[config.mk]
export PLATFORM = sky130hd
export DESIGN_NAME = pwm_regs_mc
export DESIGN_NICKNAME = d
export VERILOG_FILES = /design/src/rtl/pwm_regs_mc.sv
export SDC_FILE = /design/constraint.sdc
export NUM_CORES = 1
export LEC_CHECK = 0
export CAP_MARGIN = 30
export CORE_MARGIN = 2
export CORE_UTILIZATION = 50
export DETAILED_ROUTE_END_ITERATION = 6
export DONT_BUFFER_PORTS = 1
export PLACE_DENSITY_LB_ADDON = 0.1
export SETUP_SLACK_MARGIN = 0.3
export SLEW_MARGIN = 5
export SYNTH_ARGS = -nofsm -noshare
export SYNTH_HDL_FRONTEND = slang
export SYNTH_SLANG_ARGS = --single-unit
[constraint.sdc]
create_clock -name clk -period 1.7 [get_ports clk]
set_input_delay 0.17 -clock clk [delete_from_list [all_inputs] [get_ports clk]]
set_output_delay 0.17 -clock clk [all_outputs]
set_load 0.005 [all_outputs]
[src/rtl/pwm_regs_mc.sv]
// pwm_regs_mc: multi-channel PWM register bank.
// Each channel owns a pwm_regs_ch instance holding its staging bytes,
// committed timing registers, counter snapshot and count_reset pulse.
// Optional feature macro: PWM_REGS_SHADOW_EN. When it is defined, the
// period, compare1, compare2 and functions commits land in a buffer.
// The buffer moves to the active outputs on that channel's update_evt,
// or on a software force through offset 0xE.

module pwm_regs_ch (
  input  logic        clk,
  input  logic        rst_n,
  input  logic        we,
  input  logic        re,
  input  logic [3:0]  off,
  input  logic [7:0]  wd,
  input  logic [15:0] cnt,
  input  logic        upd_evt,
  output logic [7:0]  rd,
  output logic [15:0] period,
  output logic [15:0] compare1,
  output logic [15:0] compare2,
  output logic [7:0]  functions,
  output logic [7:0]  prescale,
  output logic        en,
  output logic        upnotdown,
  output logic        pwm_en,
  output logic        count_reset
);

  logic [7:0]  per_stg, c1_stg, c2_stg, snap_hi;
  logic [15:0] per_view, c1_view, c2_view;
  logic [7:0]  fn_view;
  logic        pending;
  logic        wr_per, wr_c1, wr_c2, wr_fn;

  // An H write commits {H byte, staged L byte} in one cycle.
  assign wr_per = we && (off == 4'h1);
  assign wr_c1  = we && (off == 4'h4);
  assign wr_c2  = we && (off == 4'h6);
  assign wr_fn  = we && (off == 4'hD);

  // Staging bytes, immediate byte-wide registers, counter snapshot, count_reset pulse
  always_ff @(posedge clk or negedge rst_n) begin
    if (!rst_n) begin
      per_stg     <= '0;
      c1_stg      <= '0;
      c2_stg      <= '0;
      snap_hi     <= '0;
      prescale    <= '0;
      en          <= 1'b0;
      upnotdown   <= 1'b0;
      pwm_en      <= 1'b0;
      count_reset <= 1'b0;
    end else begin
      count_reset <= we && (off == 4'h7) && wd[0];
      if (we) begin
        case (off)
          4'h0:    per_stg   <= wd;
          4'h2:    en        <= wd[0];
          4'h3:    c1_stg    <= wd;
          4'h5:    c2_stg    <= wd;
          4'hA:    prescale  <= wd;
          4'hB:    upnotdown <= wd[0];
          4'hC:    pwm_en    <= wd[0];
          default: ;
        endcase
      end
      // The high byte is frozen when the low byte is read, so an L/H read pair is coherent
      if (re && (off == 4'h8)) snap_hi <= cnt[15:8];
    end
  end

`ifdef PWM_REGS_SHADOW_EN
  logic [15:0] per_buf, c1_buf, c2_buf;
  logic [7:0]  fn_buf;
  logic        commit, load;

  assign commit = wr_per | wr_c1 | wr_c2 | wr_fn;
  // A transfer happens on a period boundary with work pending, or on a software force
  assign load   = (upd_evt && pending) || (we && (off == 4'hE) && wd[0]);

  // Buffer takes commits; active takes the pre-edge buffer on load
  always_ff @(posedge clk or negedge rst_n) begin
    if (!rst_n) begin
      per_buf   <= '0;
      c1_buf    <= '0;
      c2_buf    <= '0;
      fn_buf    <= '0;
      period    <= '0;
      compare1  <= '0;
      compare2  <= '0;
      functions <= '0;
      pending   <= 1'b0;
    end else begin
      if (wr_per) per_buf <= {wd, per_stg};
      if (wr_c1)  c1_buf  <= {wd, c1_stg};
      if (wr_c2)  c2_buf  <= {wd, c2_stg};
      if (wr_fn)  fn_buf  <= wd;
      if (load) begin
        period    <= per_buf;
        compare1  <= c1_buf;
        compare2  <= c2_buf;
        functions <= fn_buf;
      end
      // A commit colliding with a load leaves the new value pending
      if (commit)    pending <= 1'b1;
      else if (load) pending <= 1'b0;
    end
  end

  assign per_view = per_buf;
  assign c1_view  = c1_buf;
  assign c2_view  = c2_buf;
  assign fn_view  = fn_buf;
`else
  logic unused_upd;
  assign unused_upd = upd_evt;

  // Commits drive the active outputs directly
  always_ff @(posedge clk or negedge rst_n) begin
    if (!rst_n) begin
      period    <= '0;
      compare1  <= '0;
      compare2  <= '0;
      functions <= '0;
    end else begin
      if (wr_per) period    <= {wd, per_stg};
      if (wr_c1)  compare1  <= {wd, c1_stg};
      if (wr_c2)  compare2  <= {wd, c2_stg};
      if (wr_fn)  functions <= wd;
    end
  end

  assign pending  = 1'b0;
  assign per_view = period;
  assign c1_view  = compare1;
  assign c2_view  = compare2;
  assign fn_view  = functions;
`endif

  // Read mux over offsets; committed values only, never staging bytes
  always_comb begin
    rd = 8'h00;
    case (off)
      4'h0: rd = per_view[7:0];
      4'h1: rd = per_view[15:8];
      4'h2: rd = {7'b0, en};
      4'h3: rd = c1_view[7:0];
      4'h4: rd = c1_view[15:8];
      4'h5: rd = c2_view[7:0];
      4'h6: rd = c2_view[15:8];
      4'h8: rd = cnt[7:0];
      4'h9: rd = snap_hi;
      4'hA: rd = prescale;
      4'hB: rd = {7'b0, upnotdown};
      4'hC: rd = {7'b0, pwm_en};
      4'hD: rd = fn_view;
      4'hE: rd = {7'b0, pending};
      default: rd = 8'h00;
    endcase
  end

endmodule

module pwm_regs_mc #(
  parameter int NUM_CH = 4,
  parameter int ADDR_W = 6
) (
  input  logic                 clk,
  input  logic                 rst_n,
  input  logic                 read,
  input  logic                 write,
  input  logic [ADDR_W-1:0]    addr,
  input  logic [7:0]           data_write,
  output logic [7:0]           data_read,
  input  logic [16*NUM_CH-1:0] counter_val,
  input  logic [NUM_CH-1:0]    update_evt,
  output logic [16*NUM_CH-1:0] period,
  output logic [16*NUM_CH-1:0] compare1,
  output logic [16*NUM_CH-1:0] compare2,
  output logic [8*NUM_CH-1:0]  functions,
  output logic [8*NUM_CH-1:0]  prescale,
  output logic [NUM_CH-1:0]    en,
  output logic [NUM_CH-1:0]    upnotdown,
  output logic [NUM_CH-1:0]    pwm_en,
  output logic [NUM_CH-1:0]    count_reset
);

  localparam int CW = ADDR_W - 4;

  logic [CW-1:0]             ch;
  logic [3:0]                off;
  logic [NUM_CH-1:0]         sel;
  logic [NUM_CH-1:0][7:0]    rd_ch;
  logic [7:0]                rd_mux;
  logic                      rd_only;

  assign ch      = addr[ADDR_W-1:4];
  assign off     = addr[3:0];
  // Write wins over a simultaneous read
  assign rd_only = read && !write;

  generate
    for (genvar c = 0; c < NUM_CH; c++) begin : g_ch
      // Channel indices beyond NUM_CH match no instance: writes drop, reads give 0
      assign sel[c] = (ch == CW'(c));
      pwm_regs_ch u_ch (
        .clk         (clk),
        .rst_n       (rst_n),
        .we          (write && sel[c]),
        .re          (rd_only && sel[c]),
        .off         (off),
        .wd          (data_write),
        .cnt         (counter_val[16*c +: 16]),
        .upd_evt     (update_evt[c]),
        .rd          (rd_ch[c]),
        .period      (period[16*c +: 16]),
        .compare1    (compare1[16*c +: 16]),
        .compare2    (compare2[16*c +: 16]),
        .functions   (functions[8*c +: 8]),
        .prescale    (prescale[8*c +: 8]),
        .en          (en[c]),
        .upnotdown   (upnotdown[c]),
        .pwm_en      (pwm_en[c]),
        .count_reset (count_reset[c])
      );
    end
  endgenerate

  // Pick the addressed channel's read byte
  always_comb begin
    rd_mux = 8'h00;
    for (int i = 0; i < NUM_CH; i++)
      if (sel[i]) rd_mux = rd_ch[i];
  end

  // Registered read data, zero whenever there is no read-only cycle
  always_ff @(posedge clk or negedge rst_n) begin
    if (!rst_n) data_read <= 8'h00;
    else        data_read <= rd_only ? rd_mux : 8'h00;
  end

endmodule

==> flow_summary.toml, run 1 <==
[floorplanning]
fp-row-count = 69
core-area_sq_um = 35700
die_h_microns = 194
die-width_microns = 194
initial_utilization_pct = 50.8
die-area_sq_um = 37800
io_pins = 366

[worst_setup_path]
cp-end-kind = "register"
worstPathMaxFanout = 2
worstPathArrival_ps = 2110
crit_required_ps = 2150
start_kind = "register"
worst-setup-path-type = "register to register"

[cells_and_area]
drive_gt1_share_pct = 46.5
areaGrowthSynthToFinish_pct = 22.9
most-common-layout-cells = "404 x dfrtp_1, 297 x mux2_2, 99 x a22oi_1"
nFillCells = 2759
layout_commonest_cell = "dfrtp_1"
final_area_sq_um = 22300
seqCellArea_sq_um = 10200
nets = 1530
instances_no_fill = 1940
postLayoutCoreUtil_pct = 62.5
multiInputGateArea_sq_um = 8060

[clock_network]
clock_latency_ps = 580
clock-sinks = 408
numCtsBuffers = 44
cts_tree = "yes"
htreeDepth = 2
clk_path_buf_depth = 3
clockRootBuffer = "clkbuf_16"
cts_hold_buffers = 66
clk_pin_slew_worst_paths_ps = 60

[sta]
holdWs_ps = -706
fmax_mhz = 605
min_period_over_period_pct = 97.2
relSlewSlack_pct = 36.0
rsz0062_at_grt = "yes"
setup_viol = 0
clock_skew_ps = 12.7
tns_ps = 0
report.final.hold_viol_count = 413
fin_ws_ps = 48.1
finalMaxSlewViolations = 0
worstMarginPinSlew_ps = 960
period_minus_slack_ps = 1650

[synth]
synth_compound_area_share_pct = 8.47
synthTopCellsByArea = "dfrtp_1 56%, mux2_2 23%, a22oi_1 4.4%, mux2_1 2.2%, buf_4 1.7%"
syn_inst = 1322
yosys.area_share.simple_pct = 6.17
synthXorXnorAreaFrac_pct = 0
muxShareOfSynthArea_pct = 25.6
yosysTopAreaCell = "dfrtp_1"
synthFlopType = "dfrtp_1"
seq_area_frac_synth_pct = 56.4
synth_top_area_share_pct = 56.4
syn_avg_cell_area_sq_um = 13.7
syn_nets = 1408
synth_fa_ha_area_share_pct = 0
synth_seq_cells = 408
synth_top_family_by_area = "multiplexers"
async_reset_ff_share_pct = 100
netlist_area_sq_um = 18100
yosysWarnings = 0
synth_cell_types = 67
synth_edf_count = 0

[placement]
routabilityCongestion = 0.903
dp_cells = 1791
placed_cell_area_sq_um = 19800
hpwl_microns = 42200
port_buffers = 0
dp_slack_ps = -171

[power_and_ir_drop]
power_density_nw_per_um2 = 1080
seqPwrFrac_pct = 49.0
combPwrFrac_pct = 9.6
p_int_mw = 18.1
p_sw_share_pct = 24.8
p_sw_mw = 5.95
clock_power_share_pct = 41.3
max-vdd-ir-drop_mv = 0.825
power_mw = 24.0
p_leak_nw = 10.3

[routing]
first_pass_iters = 7
wl_per_cell_microns = 32.6
vias_per_cell = 6.44
vias = 12495
wl_microns = 63100
postRouteAntennaNets = 0
drt_iter0_markers = 1080
drc = 48

[flow_run]
max_cap_viol_count = 0

[global_route]
grt_pass1_wl_microns = 91900
grt_pass1_vias = 12786
grt_max_degree = 409
antenna_found_initial = 2
grt_overflow = 0
grt_usage_pct = 33.3

[run_status]
failed_checks = "design-rule violations, negative hold slack"
status = "complete, but fails checks"

[worst_hold_path]
holdCritPathClass = "input pin to asynchronous set/reset pin"
==> critical path, stage by stage, from the launching register on <==
cell and delay (ps):
dfrtp_1 390, mux2i_1 140, nor2_1 50, a211o_1 270, or4_4 430, a221oi_2 180
o31ai_1 80
==> cell families after synthesis <==
family                 Yosys count
AO/OA/AOI/OAI                  204
buffers and inverters          108
flip-flops                     408
multiplexers                   411
AND/OR/NAND/NOR                191
==> path summary, 6_finish.rpt <==
check,from,endpoint,slack [ps],cells after the start
max,g_ch[2].u_ch.compare2[0],data_read[0],50,6
min,rst_n,g_ch[3].u_ch.per_stg[3],-710,0
max reg2reg,g_ch[2].u_ch.compare2[0],data_read[0],50,6
min reg2reg,g_ch[0].u_ch.c1_stg[6],g_ch[0].u_ch.compare1[6],480,1
max in group asynchronous,rst_n,g_ch[2].u_ch.period[9],1570,0
min in group clk,addr[3],data_read[0],-110,2
==> layer usage <==
metal	vias to the layer above	track usage, %	share of wire, %
met1	6552	46.4	41
met2	681	49.0	44
met4	2	10.5	3.0
li1	5149	-	-
met5	-	0	0.024
met3	111	11.8	11
==> area by class of cell <==
type	instances	area share [%]
multi-input combinational	806	36.2
timing repair buffer	178	8.57
clock buffer	64	5.74
clock inverter	14	0.921
sequential	408	45.9
antenna	3	0.0337
tap	461	2.59
inverter	6	0.101
==> sequential cells by signal, indices dropped and copies added, names as in the netlist <==
| name | flops |
|---|---|
| data_read | 8 |
| g_ch.u_ch.c1_stg | 32 |
| g_ch.u_ch.c2_stg | 32 |
| g_ch.u_ch.compare1 | 64 |
| g_ch.u_ch.compare2 | 64 |
| g_ch.u_ch.count_reset | 4 |
| g_ch.u_ch.en | 4 |
| g_ch.u_ch.functions | 32 |
| g_ch.u_ch.per_stg | 32 |
| g_ch.u_ch.period | 64 |
| g_ch.u_ch.prescale | 32 |
| g_ch.u_ch.pwm_en | 4 |
| g_ch.u_ch.snap_hi | 32 |
| g_ch.u_ch.upnotdown | 4 |
==> cells in the mapped netlist (all sizes together) (6+ instances only) <==
master / n
a221oi: 10
nand2b: 6
nand3: 33
clkbuf: 30
dfrtp: 408
nor3: 10
nor2: 51
a21oi: 9
mux2i: 8
a22oi: 106
o21ai: 22
nor2b: 11
inv: 6
nand4: 8
nand2: 52
buf: 72
a22o: 11
mux2: 402
==> repair_timing <==
item	4_1_cts	5_1_grt
endpoints found under the setup margin	7	9
pin swaps	9	18
buffers inserted	1	1
endpoints found under the hold margin	720	413
gates resized for setup	13	36
==> power by group through the flow <==
stage	clock, mW	combinational [mW]	sequential (mW)
after floorplan	0	1.66	11.5
after global placement	0	1.88	11.9
after detailed placement	0	1.94	11.9
after CTS	10.1	2.27	11.8
after global routing	10.5	2.45	11.9
final	9.93	2.31	11.8
Note: power is estimated with default switching activity, not from simulation.
==> run 2, diff against run 1 <==
Settings changed: CORE_ASPECT_RATIO set to 1.2.
==> flow_summary.toml, run 2 (synthesis gave the netlist of run 1 again) <==
[floorplanning]
die_h_microns = 213
fp-row-count = 76
initial_utilization_pct = 50.5
die-area_sq_um = 37800
io_pins = 366
core-area_sq_um = 35800
die-width_microns = 178

[clock_network]
cts_tree = "yes"
clock-sinks = 408
clk_pin_slew_worst_paths_ps = 60
clockRootBuffer = "clkbuf_16"
clk_path_buf_depth = 3
numCtsBuffers = 44
htreeDepth = 2
clock_latency_ps = 550

[worst_setup_path]
rrSetupSlack_ps = -20
crit_slowest_cell = "dfrtp_1"
cp-end-kind = "register"
rr_endpoint = "data_read[0]"
start_kind = "register"
reg2reg_depth = 5
r2r-start = "g_ch[0].u_ch.compare1[8]"
cpPeakStageDelay_ps = 420
worst-setup-path-type = "register to register"
worstPathArrival_ps = 2160
worstPathMaxFanout = 3
crit_required_ps = 2130
crit_chain = "mux2_2 -> a222oi_1 -> o2111ai_1 -> nand4_1 -> o31ai_1"

[sta]
tns_ps = -23.1
finalMaxSlewViolations = 0
clock_skew_ps = 11.0
min_period_over_period_pct = 101
fmax_mhz = 580
fin_ws_ps = -23.1
holdWs_ps = -666
relSlewSlack_pct = 25.8
period_minus_slack_ps = 1720
worstMarginPinSlew_ps = 1110
report.final.hold_viol_count = 412
rsz0062_at_grt = "yes"
setup_viol = 1

[run_status]
failed_checks = "negative hold slack, negative setup slack"
status = "complete, but fails checks"

[placement]
hpwl_microns = 41600
routabilityCongestion = 0.922
dp_cells = 1784
placed_cell_area_sq_um = 19800
port_buffers = 0

[routing]
drt_iter0_markers = 1034
vias_per_cell = 6.37
wl_per_cell_microns = 31.9
first_pass_iters = 7
postRouteAntennaNets = 0
vias = 12306
wl_microns = 61500
drc = 0

[cells_and_area]
final_area_sq_um = 22200
top_regs = "g_ch.u_ch.compare1 (64), g_ch.u_ch.compare2 (64), g_ch.u_ch.period (64)"
drive_gt1_share_pct = 46.4
layout_commonest_cell = "dfrtp_1"
nets = 1513
instances_no_fill = 1931
most-common-layout-cells = "405 x dfrtp_1, 298 x mux2_2, 97 x a22oi_1"
areaGrowthSynthToFinish_pct = 22.6

[flow_run]
max_cap_viol_count = 0

[global_route]
antenna_found_initial = 3
grt_pass1_wl_microns = 89200
grt_pass1_vias = 12969
grt_overflow = 0
grt_max_degree = 409
grt_usage_pct = 32.4

[power_and_ir_drop]
p_leak_nw = 10.2
combPwrFrac_pct = 9.3
power_density_nw_per_um2 = 1080
seqPwrFrac_pct = 49.2
clock_power_share_pct = 41.5
power_mw = 24.0
p_sw_mw = 5.90
p_sw_share_pct = 24.7
p_int_mw = 18.0
max-vdd-ir-drop_mv = 0.801

[worst_hold_path]
holdCritPathClass = "input pin to asynchronous set/reset pin"
-- run 2: how the worst max path moves through the flow --
stage / from / endpoint / slack, ps / depth (start not counted)
after CTS: g_ch[2].u_ch.functions[0] / data_read[0] / 60 / 6
final: g_ch[0].u_ch.compare1[8] / data_read[0] / -20 / 5
after floorplan: g_ch[2].u_ch.functions[0] / data_read[0] / 110 / 6
after global placement: g_ch[2].u_ch.functions[0] / data_read[0] / 30 / 6
after global routing: g_ch[2].u_ch.compare2[0] / data_read[0] / -30 / 6
after detailed placement: addr[2] / data_read[7] / 2 / 7
-- run 2: per-layer routing --
layer | vias to the layer above | part of all wire [%] | GRT usage [%]
met5 | - | 0.036 | 0
met4 | 4 | 4.1 | 12.8
met3 | 154 | 9.7 | 10.3
met2 | 626 | 48 | 53.0
met1 | 6429 | 38 | 39.9
li1 | 5093 | - | -
-- run 2: layout make-up --
type,instances,area (sq um)
antenna,2,5.00
tap,468,586
timing repair buffer,161,1840
clock buffer,61,1240
sequential,408,10200
fill,2794,13600
clock inverter,19,251
multi-input combinational,806,8050
inverter,6,22.5
-- run 2: metrics by stage --
step / worst slack, ps / hold slack [ps] / util (%)
floorplan: 108 / -126 / -
global placement: 31.9 / -114 / 55.3
detailed placement: 2.07 / -111 / 55.3
CTS: 62.9 / -699 / 61.5
global route: -29.7 / -693 / 62.0
finish: -23.1 / -666 / 62.0
-- run 2: power by group through the flow --
stage	Clock, mW	Combinational (mW)	Sequential (mW)
3_5_place_dp	0	1.88	11.9
3_3_place_gp	0	1.82	11.9
6_report	9.94	2.22	11.8
2_1_floorplan	0	1.66	11.5
5_1_grt	10.5	2.35	11.9
4_1_cts	10.1	2.18	11.8
-- run 2: critical path, delay by kind of cell, from the launching register on --
family | cells | cell delay, ps
muxes | 1 | 290
AOI/OAI and AO/OA | 3 | 720
DFF | 1 | 420
and+or+nand+nor | 1 | 180
-- run 2: what timing repair did --
action,CTS,global route
setup endpoints to repair,8,187
gates resized for setup,17,30
pin swaps,14,18
hold endpoints to repair,720,413
hold buffers,59,1
buffers inserted,0,5
==> run 3, diff against run 2 <==
--- a/config.mk
+++ b/config.mk
@@ -8,5 +8,4 @@
 export CAP_MARGIN = 30
 export CORE_ASPECT_RATIO = 1.2
-export CORE_MARGIN = 2
 export CORE_UTILIZATION = 50
 export DETAILED_ROUTE_END_ITERATION = 6
==> constraint.sdc (replaced) <==
create_clock -name clk -period 1.7 [get_ports clk]
set_input_delay 0.17 -clock clk [delete_from_list [all_inputs] [get_ports clk]]
set_output_delay 0.17 -clock clk [all_outputs]
set_load 0.02 [all_outputs]
==> flow_summary.toml, run 3 (synthesis gave the netlist of run 1 again) <==
[clock_network]
clk_path_buf_depth = 3
cts_hold_buffers = 58
clock-sinks = 408
clock_latency_ps = 570
clockRootBuffer = "clkbuf_16"
cts_tree = "yes"
htreeDepth = 2
numCtsBuffers = 43
clk_pin_slew_worst_paths_ps = 60

[cells_and_area]
top_regs = "g_ch.u_ch.compare1 (64), g_ch.u_ch.compare2 (64), g_ch.u_ch.period (64)"
nFillCells = 2801
drive_gt1_share_pct = 51.4
instances_no_fill = 1980
multiInputGateArea_sq_um = 8090
postLayoutCoreUtil_pct = 63.2
areaGrowthSynthToFinish_pct = 24.6
final_area_sq_um = 22600
nets = 1563
most-common-layout-cells = "364 x dfrtp_1, 301 x mux2_2, 121 x buf_4"
seqCellArea_sq_um = 10300
layout_commonest_cell = "dfrtp_1"

[global_route]
grt_pass1_vias = 13190
grt_overflow = 0
antenna_found_initial = 3
grt_usage_pct = 33.2
grt_pass1_wl_microns = 89500
grt_max_degree = 409

[sta]
holdWs_ps = -690
period_minus_slack_ps = 1690
finalMaxSlewViolations = 0
worstMarginPinSlew_ps = 919
rsz0062_at_grt = "yes"
min_period_over_period_pct = 99.2
report.final.hold_viol_count = 414
tns_ps = 0
clock_skew_ps = 13.0
fmax_mhz = 593
relSlewSlack_pct = 38.8
fin_ws_ps = 14.1
setup_viol = 0

[floorplanning]
die-width_microns = 176
die-area_sq_um = 37000
die_h_microns = 211
initial_utilization_pct = 50.7
core-area_sq_um = 35800
fp-row-count = 76
io_pins = 366

[placement]
routabilityCongestion = 0.970
hpwl_microns = 41400
port_buffers = 0
dp_cells = 1838
dp_slack_ps = -121
placed_cell_area_sq_um = 20200

[worst_setup_path]
cp_num_buf_inv = 0
worstPathMaxFanout = 2
worst-setup-path-type = "register to register"
reg2reg_depth = 6
start_kind = "register"
cp_num_cells = 6
crit_slowest_cell = "or4_4"
cpPeakStageDelay_ps = 440
crit_required_ps = 2150
cp-end-kind = "register"
cp_top_family = "compound AO/OA/AOI/OAI gates"
crit_chain = "mux2i_1 -> nor2_1 -> a211o_1 -> or4_4 -> a221oi_2 -> o31ai_1"
worstPathArrival_ps = 2130

[routing]
postRouteAntennaNets = 0
first_pass_iters = 5
wl_microns = 61200
vias_per_cell = 6.25
vias = 12366
drc = 0
drt_iter0_markers = 1089
wl_per_cell_microns = 30.9

[flow_run]
max_cap_viol_count = 0

[power_and_ir_drop]
power_mw = 24.4
p_leak_nw = 10.4
max-vdd-ir-drop_mv = 0.955
power_density_nw_per_um2 = 1080

[worst_hold_path]
holdCritPathClass = "input pin to asynchronous set/reset pin"

[run_status]
failed_checks = "negative hold slack"
status = "complete, but fails checks"
run 3: report_power, final:
group | internal [mW] | switching, mW | total [mW]
Clock | 5.48 | 3.93 | 9.41
Combinational | 1.46 | 1.23 | 2.69
Sequential | 10.7 | 1.51 | 12.3
Total | 17.7 | 6.67 | 24.4
run 3: final timing paths:
path                                      startpoint                     end  slack (ps)
max                        g_ch[2].u_ch.functions[0]            data_read[0]          10
min                                            rst_n  g_ch[3].u_ch.c1_stg[3]        -690
max reg2reg                g_ch[2].u_ch.functions[0]            data_read[0]          10
min reg2reg                  g_ch[2].u_ch.per_stg[5]  g_ch[2].u_ch.period[5]         490
max in group asynchronous                      rst_n  g_ch[0].u_ch.period[2]        1590
min in group clk                             addr[3]            data_read[0]         -90
run 3: repair_timing:
action                     CTS  global route
setup endpoints to repair    8            99
hold endpoints to repair   720           413
pin swaps                   10            22
gates resized for setup     33            62
buffers inserted             1             3
run 3: area by class of cell:
| cell class | instances | area share (%) |
|---|---|---|
| Timing Repair Buffer | 212 | 9.78 |
| Clock buffer | 66 | 5.64 |
| Multi-Input combinational cell | 806 | 35.8 |
| Clock inverter | 13 | 0.576 |
| Sequential cell | 408 | 45.5 |
| Inverter | 6 | 0.0997 |
| Tap cell | 468 | 2.59 |
| Antenna cell | 1 | 0.0111 |
run 3: layer usage:
layer	part of all wire (%)	vias up	global-route usage [%]
li1	-	5196	-
met1	39	6426	40.7
met2	48	584	53.8
met3	8.5	156	9.70
met4	4.8	4	15.5
met5	0.038	-	0
run 3: worst register-to-register path, stage by stage, from the launching register on:
cell and delay, ps:
dfrtp_2 400, mux2i_1 140, nor2_1 50, a211o_1 260, or4_4 440, a221oi_2 180, o31ai_1 100
